`config.mk`:
```
export PLATFORM = sky130hd
export DESIGN_NAME = rob_mp
export DESIGN_NICKNAME = d
export VERILOG_FILES = /design/src/rtl/rob_mp_pkg.sv /design/src/rtl/rob_mp_ptr.sv /design/src/rtl/rob_mp.sv
export SDC_FILE = /design/constraint.sdc
export NUM_CORES = 2
export LEC_CHECK = 0
export CAP_MARGIN = 20
export CORE_MARGIN = 1.5
export CORE_UTILIZATION = 56
export CTS_CLUSTER_SIZE = 30
export DETAILED_ROUTE_END_ITERATION = 7
export GPL_TIMING_DRIVEN = 0
export HOLD_SLACK_MARGIN = 0.12
export PLACE_DENSITY_LB_ADDON = 0.1
export RECOVER_POWER = 25
export SLEW_MARGIN = 5
export SYNTH_ARGS = -nofsm -noshare
export SYNTH_HDL_FRONTEND = slang
export SYNTH_SLANG_ARGS = --single-unit
export TNS_END_PERCENT = 20
```
`constraint.sdc`:
```
create_clock -name clk -period 3.55 [get_ports clk]
set_clock_uncertainty 0.2 [all_clocks]
set_input_delay 0.71 -clock clk [delete_from_list [all_inputs] [get_ports clk]]
set_output_delay 0.71 -clock clk [all_outputs]
set_load 0.01 [all_outputs]
```
`src/rtl/rob_mp_pkg.sv`:
```
// Shared types and widths for the reorder buffer: dispatch payload, per-entry state
// and the datapath widths used by the ROB and its consumers.
package rob_mp_pkg;

    localparam int REG_WIDTH     = 32;
    localparam int PC_WIDTH      = 32;
    localparam int ARF_ID_WIDTH  = 5;
    localparam int ROB_N_ENTRIES = 16;

    typedef struct packed {
        logic                    dst_valid;
        logic [ARF_ID_WIDTH-1:0] dst_arf_id;
        logic [PC_WIDTH-1:0]     pc;
    } rob_dispatch_data_t;

    typedef struct packed {
        logic                    valid;
        logic                    dst_valid;
        logic [ARF_ID_WIDTH-1:0] dst_arf_id;
        logic [PC_WIDTH-1:0]     pc;
        logic                    reg_ready;
        logic                    br_mp;
        logic                    ld_mp;
        logic [REG_WIDTH-1:0]    reg_data;
    } rob_entry_t;

endpackage

```
`src/rtl/rob_mp_ptr.sv`:
```
// Wrap-bit circular pointer for the ROB: ID_W index bits plus one wrap bit,
// with load taking priority over increment.
module rob_ptr #(
    parameter int ID_W = 4
) (
    input  logic          clk,
    input  logic          rst_aL,
    input  logic          i_inc,
    input  logic          i_load,
    input  logic [ID_W:0] i_load_val,
    output logic [ID_W:0] o_ptr
);

    logic [ID_W:0] r_ptr;

    always_ff @(posedge clk or negedge rst_aL) begin
        if (!rst_aL) begin
            r_ptr <= '0;
        end else if (i_load) begin
            r_ptr <= i_load_val;
        end else if (i_inc) begin
            r_ptr <= r_ptr + 1'b1;
        end
    end

    assign o_ptr = r_ptr;

endmodule

```
`src/rtl/rob_mp.sv`:
```
// Reorder buffer: N writeback ports, M read ports, in-order single commit, mispredict flush.
// Optional macro ROB_WB_BYPASS_EN forwards same-cycle writebacks onto the read ports.
module rob_mp
    import rob_mp_pkg::*;
#(
    parameter int N_ENTRIES  = ROB_N_ENTRIES,
    parameter int N_WB_PORTS = 2,
    parameter int N_RD_PORTS = 2,
    localparam int ID_W      = $clog2(N_ENTRIES)
) (
    input  logic                                  clk,
    input  logic                                  rst_aL,
    output logic                                  dispatch_ready,
    input  logic                                  dispatch_valid,
    input  rob_dispatch_data_t                    dispatch_data,
    output logic [ID_W-1:0]                       dispatch_rob_id,
    input  logic [N_RD_PORTS-1:0][ID_W-1:0]       rd_rob_id,
    output logic [N_RD_PORTS-1:0]                 rd_ready,
    output logic [N_RD_PORTS-1:0][REG_WIDTH-1:0]  rd_data,
    input  logic [N_WB_PORTS-1:0]                 wb_valid,
    input  logic [N_WB_PORTS-1:0][ID_W-1:0]       wb_rob_id,
    input  logic [N_WB_PORTS-1:0][REG_WIDTH-1:0]  wb_data,
    input  logic [N_WB_PORTS-1:0]                 wb_br_mispredict,
    input  logic [N_WB_PORTS-1:0]                 wb_ld_mispredict,
    output logic                                  commit_valid,
    output logic                                  retire_valid,
    output logic [ARF_ID_WIDTH-1:0]               retire_arf_id,
    output logic [REG_WIDTH-1:0]                  retire_reg_data,
    output logic                                  flush_valid,
    output logic [PC_WIDTH-1:0]                   flush_pc
);

    logic [ID_W:0] w_head;
    logic [ID_W:0] w_tail;
    logic [ID_W:0] w_tail_load_val;
    rob_entry_t    r_entries      [N_ENTRIES];
    rob_entry_t    w_entries_next [N_ENTRIES];
    rob_entry_t    w_head_entry;
    logic          w_head_done;
    logic          w_ld_flush;
    logic          w_br_flush;
    logic          w_flush;
    logic          w_full;
    logic          w_dispatch;

    assign w_head_entry = r_entries[w_head[ID_W-1:0]];
    assign w_head_done  = w_head_entry.valid && w_head_entry.reg_ready;
    // A load mispredict replays the load itself, so it outranks a branch flag.
    assign w_ld_flush   = w_head_done && w_head_entry.ld_mp;
    assign w_br_flush   = w_head_done && w_head_entry.br_mp && !w_head_entry.ld_mp;
    assign w_flush      = w_ld_flush || w_br_flush;

    assign w_full = (w_head[ID_W-1:0] == w_tail[ID_W-1:0]) && (w_head[ID_W] != w_tail[ID_W]);
    assign dispatch_ready  = !w_full && !w_flush;
    assign w_dispatch      = dispatch_valid && dispatch_ready;
    assign dispatch_rob_id = w_tail[ID_W-1:0];

    assign commit_valid    = w_head_done && !w_head_entry.ld_mp;
    assign retire_valid    = commit_valid && w_head_entry.dst_valid;
    assign retire_arf_id   = commit_valid ? w_head_entry.dst_arf_id : '0;
    assign retire_reg_data = commit_valid ? w_head_entry.reg_data : '0;
    assign flush_valid     = w_flush;
    assign flush_pc        = w_flush ? w_head_entry.pc : '0;

    assign w_tail_load_val = w_ld_flush ? w_head : (w_head + 1'b1);

    rob_ptr #(.ID_W(ID_W)) u_head_ptr (
        .clk        (clk),
        .rst_aL     (rst_aL),
        .i_inc      (commit_valid),
        .i_load     (1'b0),
        .i_load_val ('0),
        .o_ptr      (w_head)
    );

    rob_ptr #(.ID_W(ID_W)) u_tail_ptr (
        .clk        (clk),
        .rst_aL     (rst_aL),
        .i_inc      (w_dispatch),
        .i_load     (w_flush),
        .i_load_val (w_tail_load_val),
        .o_ptr      (w_tail)
    );

    genvar gi;
    generate
        for (gi = 0; gi < N_ENTRIES; gi++) begin : g_entry
            rob_entry_t w_next;

            always_comb begin
                w_next = r_entries[gi];
                if (w_flush) begin
                    w_next = '0;
                end else begin
                    if (w_dispatch && (w_tail[ID_W-1:0] == ID_W'(gi))) begin
                        w_next            = '0;
                        w_next.valid      = 1'b1;
                        w_next.dst_valid  = dispatch_data.dst_valid;
                        w_next.dst_arf_id = dispatch_data.dst_arf_id;
                        w_next.pc         = dispatch_data.pc;
                    end
                    // Ascending scan: the highest matching port's data lands last.
                    for (int k = 0; k < N_WB_PORTS; k++) begin
                        if (wb_valid[k] && (wb_rob_id[k] == ID_W'(gi)) && r_entries[gi].valid) begin
                            w_next.reg_ready = 1'b1;
                            w_next.reg_data  = wb_data[k];
                            w_next.br_mp     = w_next.br_mp | wb_br_mispredict[k];
                            w_next.ld_mp     = w_next.ld_mp | wb_ld_mispredict[k];
                        end
                    end
                    if (commit_valid && (w_head[ID_W-1:0] == ID_W'(gi))) begin
                        w_next = '0;
                    end
                end
            end

            assign w_entries_next[gi] = w_next;
        end

        for (gi = 0; gi < N_RD_PORTS; gi++) begin : g_rd
            rob_entry_t           w_rd_entry;
            logic                 w_ready;
            logic [REG_WIDTH-1:0] w_data;

            assign w_rd_entry = r_entries[rd_rob_id[gi]];

            always_comb begin
                w_ready = w_rd_entry.valid && w_rd_entry.reg_ready;
                w_data  = w_rd_entry.reg_data;
`ifdef ROB_WB_BYPASS_EN
                for (int k = 0; k < N_WB_PORTS; k++) begin
                    if (!w_flush && wb_valid[k] && (wb_rob_id[k] == rd_rob_id[gi]) && w_rd_entry.valid) begin
                        w_ready = 1'b1;
                        w_data  = wb_data[k];
                    end
                end
`endif
            end

            assign rd_ready[gi] = w_ready;
            assign rd_data[gi]  = w_data;
        end
    endgenerate

    always_ff @(posedge clk or negedge rst_aL) begin
        if (!rst_aL) begin
            for (int i = 0; i < N_ENTRIES; i++) begin
                r_entries[i] <= '0;
            end
        end else begin
            for (int i = 0; i < N_ENTRIES; i++) begin
                r_entries[i] <= w_entries_next[i];
            end
        end
    end

endmodule
```
==> results by stage <==
Route:
- The highest layer touched by signal routing is met5.
- The met3 routed wirelength is 45700 µm.
- The DRC violations left is 11.
- The detail route stage leaves a number of antenna-violating nets equal to 0.
- The total number of vias is 62.7k.
- Wire segments on met2 add up to 136000 µm in the final route.
- In this run, the number of DRC markers left after iteration 0 of detailed routing was 11.4k.
- Using the TritonRoute via totals, the vias-per-cell ratio works out to 7.70.
- The per-cell routed wire length is 39.1 µm.
- After detailed routing, the wire length on met1 is 106000 µm.
- Before antenna repair, the detailed router went through 8 iterations.
- Wires add up to 318000 µm.

Placement:
- The number of I/O port buffers is 187.
- In this run the cell area measured after placement is 0.0746 mm².
- After detailed placement, the design holds a cell count of 7699.
- At the end of routability-driven placement, the weighted congestion stood at 1.03.
- The HPWL reported at the end of detailed placement is 218000 µm.

Clock network:
- The tree is rooted in a clkbuf_16.
- The H-tree depth is 4.
- The TritonCTS clock tree is built.
- The number of clock sinks is 1194.
- The clock buffer count from CTS is 139.
- The number of buffers between clock root and the deepest sink is 3.
- Clock-pin slew was measured on the worst setup and hold paths at 0.06 ns.
- The source-to-sink clock delay at the later pin of the worst-skew pair is 0.83 ns.

Synthesis:
- The share of the Yosys chip area taken by registers is 43.1%.
- The post-synthesis area per instance is 12.0 µm².
- In this run, synthesis inferred 0 flip-flops with an integrated enable.
- The number of warnings printed during yosys synthesis is 0.
- The count of mapped cells out of synthesis is 5805.
- The commonest cells after synthesis are dfrtp_1, mux4_2, mux2i_1.
- The synthesized flop and latch total is 1194.
- The top cell type by area accounts for 43.1% of the synthesized area.
- The number of nets produced by synthesis is 5940.
- Ranked by total cell area, the synthesized netlist is headed by dfrtp_1, mux4_2, mux2i_1.
- In this run the cell area of the synthesized design comes to 0.0694 mm².
- The most repeated cell in the gate-level netlist after synthesis is dfrtp_1.
- The synthesized netlist contains 60 unique library cells.
- The leading register cell type out of synthesis is dfrtp_1.
- Of all cell types, the one taking the most synthesized area is dfrtp_1.
- The post-synthesis async set-or-reset flop share is 100%.

GRT:
- The number of antenna violations at the first check in global routing came to 21.
- In the global route stage, overall resource usage came out at 50.1%.
- The via count of the first global-routing pass is 60.9k.
- The leftover overflow at the end of global routing is 0.
- Entering global routing, the biggest net connects 171 pins.
- The first-pass GRT wire length is 446000 µm.

STA:
- The share of the clock period used by the worst path is 125%.
- The post-route minimum period is 4.44 ns.
- The number of failing hold endpoints at the final stage was 0.
- The relative slew slack is -57.6%.
- At the pin with the least slew margin, the transition time is 2.36 ns.
- After routing, the total negative slack on setup checks comes to -435.35 ns.
- The worst setup margin is -0.891 ns.
- For this run, the top clock speed supported by timing is 225 MHz.
- Final hold analysis gives a worst-case slack of 0.110 ns.
- Setup repair after global routing could not meet its margin everywhere.
- The final count of pins violating max slew is 288.
- The count of final setup violators is 1130.

Floorplanning:
- The effective utilization at floorplan is 56.7%.
- The floorplan core area is 0.122 mm².
- The width of the die is 355 µm.
- In this run the vertical extent of the chip is 355 µm.
- The area enclosed by the die boundary is 0.126 mm².
- The I/O pin count is 270.
- After floorplanning, the core was divided into 128 placement rows.

Setup path:
- STA classifies the critical path startpoint as a flop.
- For the worst setup path, the data required time is 2.64 ns.
- The dominant cell type by count on the critical path is buf_12.
- The cell count of the worst reg-to-reg path is 10.
- The data arrival at the endpoint of the critical path is 3.53 ns.
- The signal on the critical path passes through buf_12 -> mux4_2 -> mux2i_4 -> buf_6 -> mux2i_4 -> o22ai_4 -> buf_12 -> clkinv_8 -> buf_12 -> clkbuf_16 -> a21oi_4 -> buf_6.
- The worst setup path is captured at an output pin.
- The critical path startpoint is u_head_ptr.o_ptr[1]$_DFFE_PN0P_.
- The top cell family by delay on the critical path is buffers and inverters.
- The critical path contains buffers and inverters numbering 7 combined.
- The startpoint of the worst-slack reg-to-reg timing path is u_head_ptr.o_ptr[0]$_DFFE_PN0P_.
- The largest stage delay on the critical path is 0.58 ns.
- Counting buffers and inverters, the worst setup path is 12 cells deep.
- Following the worst setup path forward leads to its endpoint at dispatch_ready.
- Along the worst path, the maximum fanout reaches 7.
- The worst setup path is of the reg2out kind.
- The end of the worst register-to-register path is r_entries[283]$_DFFE_PN0P_.
- The worst-path cell with the longest stage delay is mux4_2.
- For flop-to-flop paths, the worst setup slack is -0.80 ns.

Finish:
- From synthesis to final layout, the design area changed by 20.2%.
- With fillers left out, the area of the finished cells amounts to 0.0834 mm².
- The proportion of layout cells with a drive suffix above 1 is 25.4%.
- The layout net count is 6530.
- Once layout is complete, the cells apart from fillers number 8140.

Status:
- The run finished, with violations left.
- The final reports fail on design-rule violations, max-capacitance violations, max-slew violations, negative setup slack.

Pwr:
- The leakage power of the design is 35.5 nW.
- Overall power consumption after layout is estimated at 0.0763 W.
- Power spread over the standard cell area amounts to 915 mW/mm².
- The largest vdd supply drop is 0.000620 V.

Worst hold path:
- The path type of the worst min-delay path is in2reg.

Run:
- The count of maximum capacitance violations is 2.
==> flip-flops by register name, indices dropped and copies added, names as in the netlist <==
signal	flops
r_entries	1184
u_head_ptr.o_ptr	5
u_tail_ptr.o_ptr	5
==> logic make-up after synthesis <==
family | after synthesis | synth area share, %
adder cells (fa/ha/maj) | 8 | 0.144
AO/OA/AOI/OAI | 1362 | 13.8
multiplexers | 1234 | 30.3
buffers and inverters | 791 | 4.78
flip-flops | 1194 | 43.1
XOR/XNOR | 12 | 0.151
AND/OR/NAND/NOR | 1204 | 7.81
==> through the flow <==
stage / worst slack, ns / util, %
3_3_place_gp: -54.86 / 59.9
6_report: -0.891 / 68.2
5_1_grt: -0.886 / 68.1
3_5_place_dp: -1.89 / 61.0
4_1_cts: -0.967 / 66.5
2_1_floorplan: -0.201 / -
==> layout by cell type, fill, tap and decap left out, types with 34 or more instances in the layout <==
| cell type | instances |
|---|---|
| buf_4 | 129 |
| buf_8 | 65 |
| mux4_2 | 692 |
| clkbuf_8 | 35 |
| and3_1 | 34 |
| buf_12 | 57 |
| buf_2 | 145 |
| mux2i_1 | 537 |
| clkbuf_4 | 37 |
| buf_1 | 99 |
| and2_1 | 36 |
| clkbuf_1 | 361 |
| a222oi_1 | 42 |
| clkdlybuf4s50_1 | 74 |
| clkbuf_16 | 164 |
| o21ai_0 | 269 |
| buf_6 | 93 |
| nor3_1 | 103 |
| nand3_1 | 324 |
| o2bb2ai_1 | 374 |
| a21oi_1 | 361 |
| dlygate4sd3_1 | 54 |
| a22o_1 | 114 |
| a221oi_1 | 64 |
| nand2_1 | 200 |
| nor2_1 | 425 |
| dfrtp_1 | 1181 |
| clkbuf_2 | 52 |
| dlymetal6s2s_1 | 39 |
==> metal layers <==
layer | track usage [%] | vias up
met5 | 1.51 | -
met4 | 39.1 | 14
met3 | 20.7 | 1628
met2 | 71.3 | 5942
met1 | 60.4 | 31561
li1 | - | 23519
==> area by class of cell <==
cell class	instances	area, µm²
Clock buffer	197	4050
Clock inverter	47	644
Sequential cell	1194	29900
Multi-Input combinational cell	3820	36700
Inverter	11	61.3
Tap cell	1625	2030
Timing Repair Buffer	453	5110
Buffer	776	4890
Antenna cell	17	42.5
Fill cell	9116	39000
==> worst min-delay path, delay by kind of cell <==
| kind | cells | cell delay, ns |
|---|---|---|
| simple gates | 1 | 0.12 |
| compound gates | 1 | 0.06 |
| buf+inv | 1 | 0.20 |
==> timing repair <==
action / in CTS / in global routing
setup endpoints to repair: 1324 / 1293
gates cloned: 5 / 9
setup buffers: 26 / 83
gates resized for setup: 516 / 637
endpoints found under the hold margin: 594 / 0
hold buffers: 54 / 0
pin swaps: 5 / 13
==> report_power, final <==
part	total, W	internal [W]	switching (W)
logic	0.0371	0.0175	0.0197
registers	0.0239	0.0193	0.00462
clock network	0.0153	0.00878	0.00647
total	0.0763	0.0456	0.0308
==> how the worst min path moves through the flow <==
stage	from	end	slack (ns)	cells past startpoint
floorplan	rst_aL	r_entries[0]$_DFFE_PN0P_	0.21	0
global placement	r_entries[713]$_DFFE_PN0P_	r_entries[713]$_DFFE_PN0P_	0.28	1
detailed placement	r_entries[729]$_DFFE_PN0P_	r_entries[729]$_DFFE_PN0P_	0.29	1
CTS	wb_data[19]	r_entries[759]$_DFFE_PN0P_	0.12	3
global route	dispatch_data[35]	r_entries[1180]$_DFFE_PN0P_	0.12	3
finish	dispatch_data[35]	r_entries[1180]$_DFFE_PN0P_	0.11	3
(Power assumes the default switching activity.)
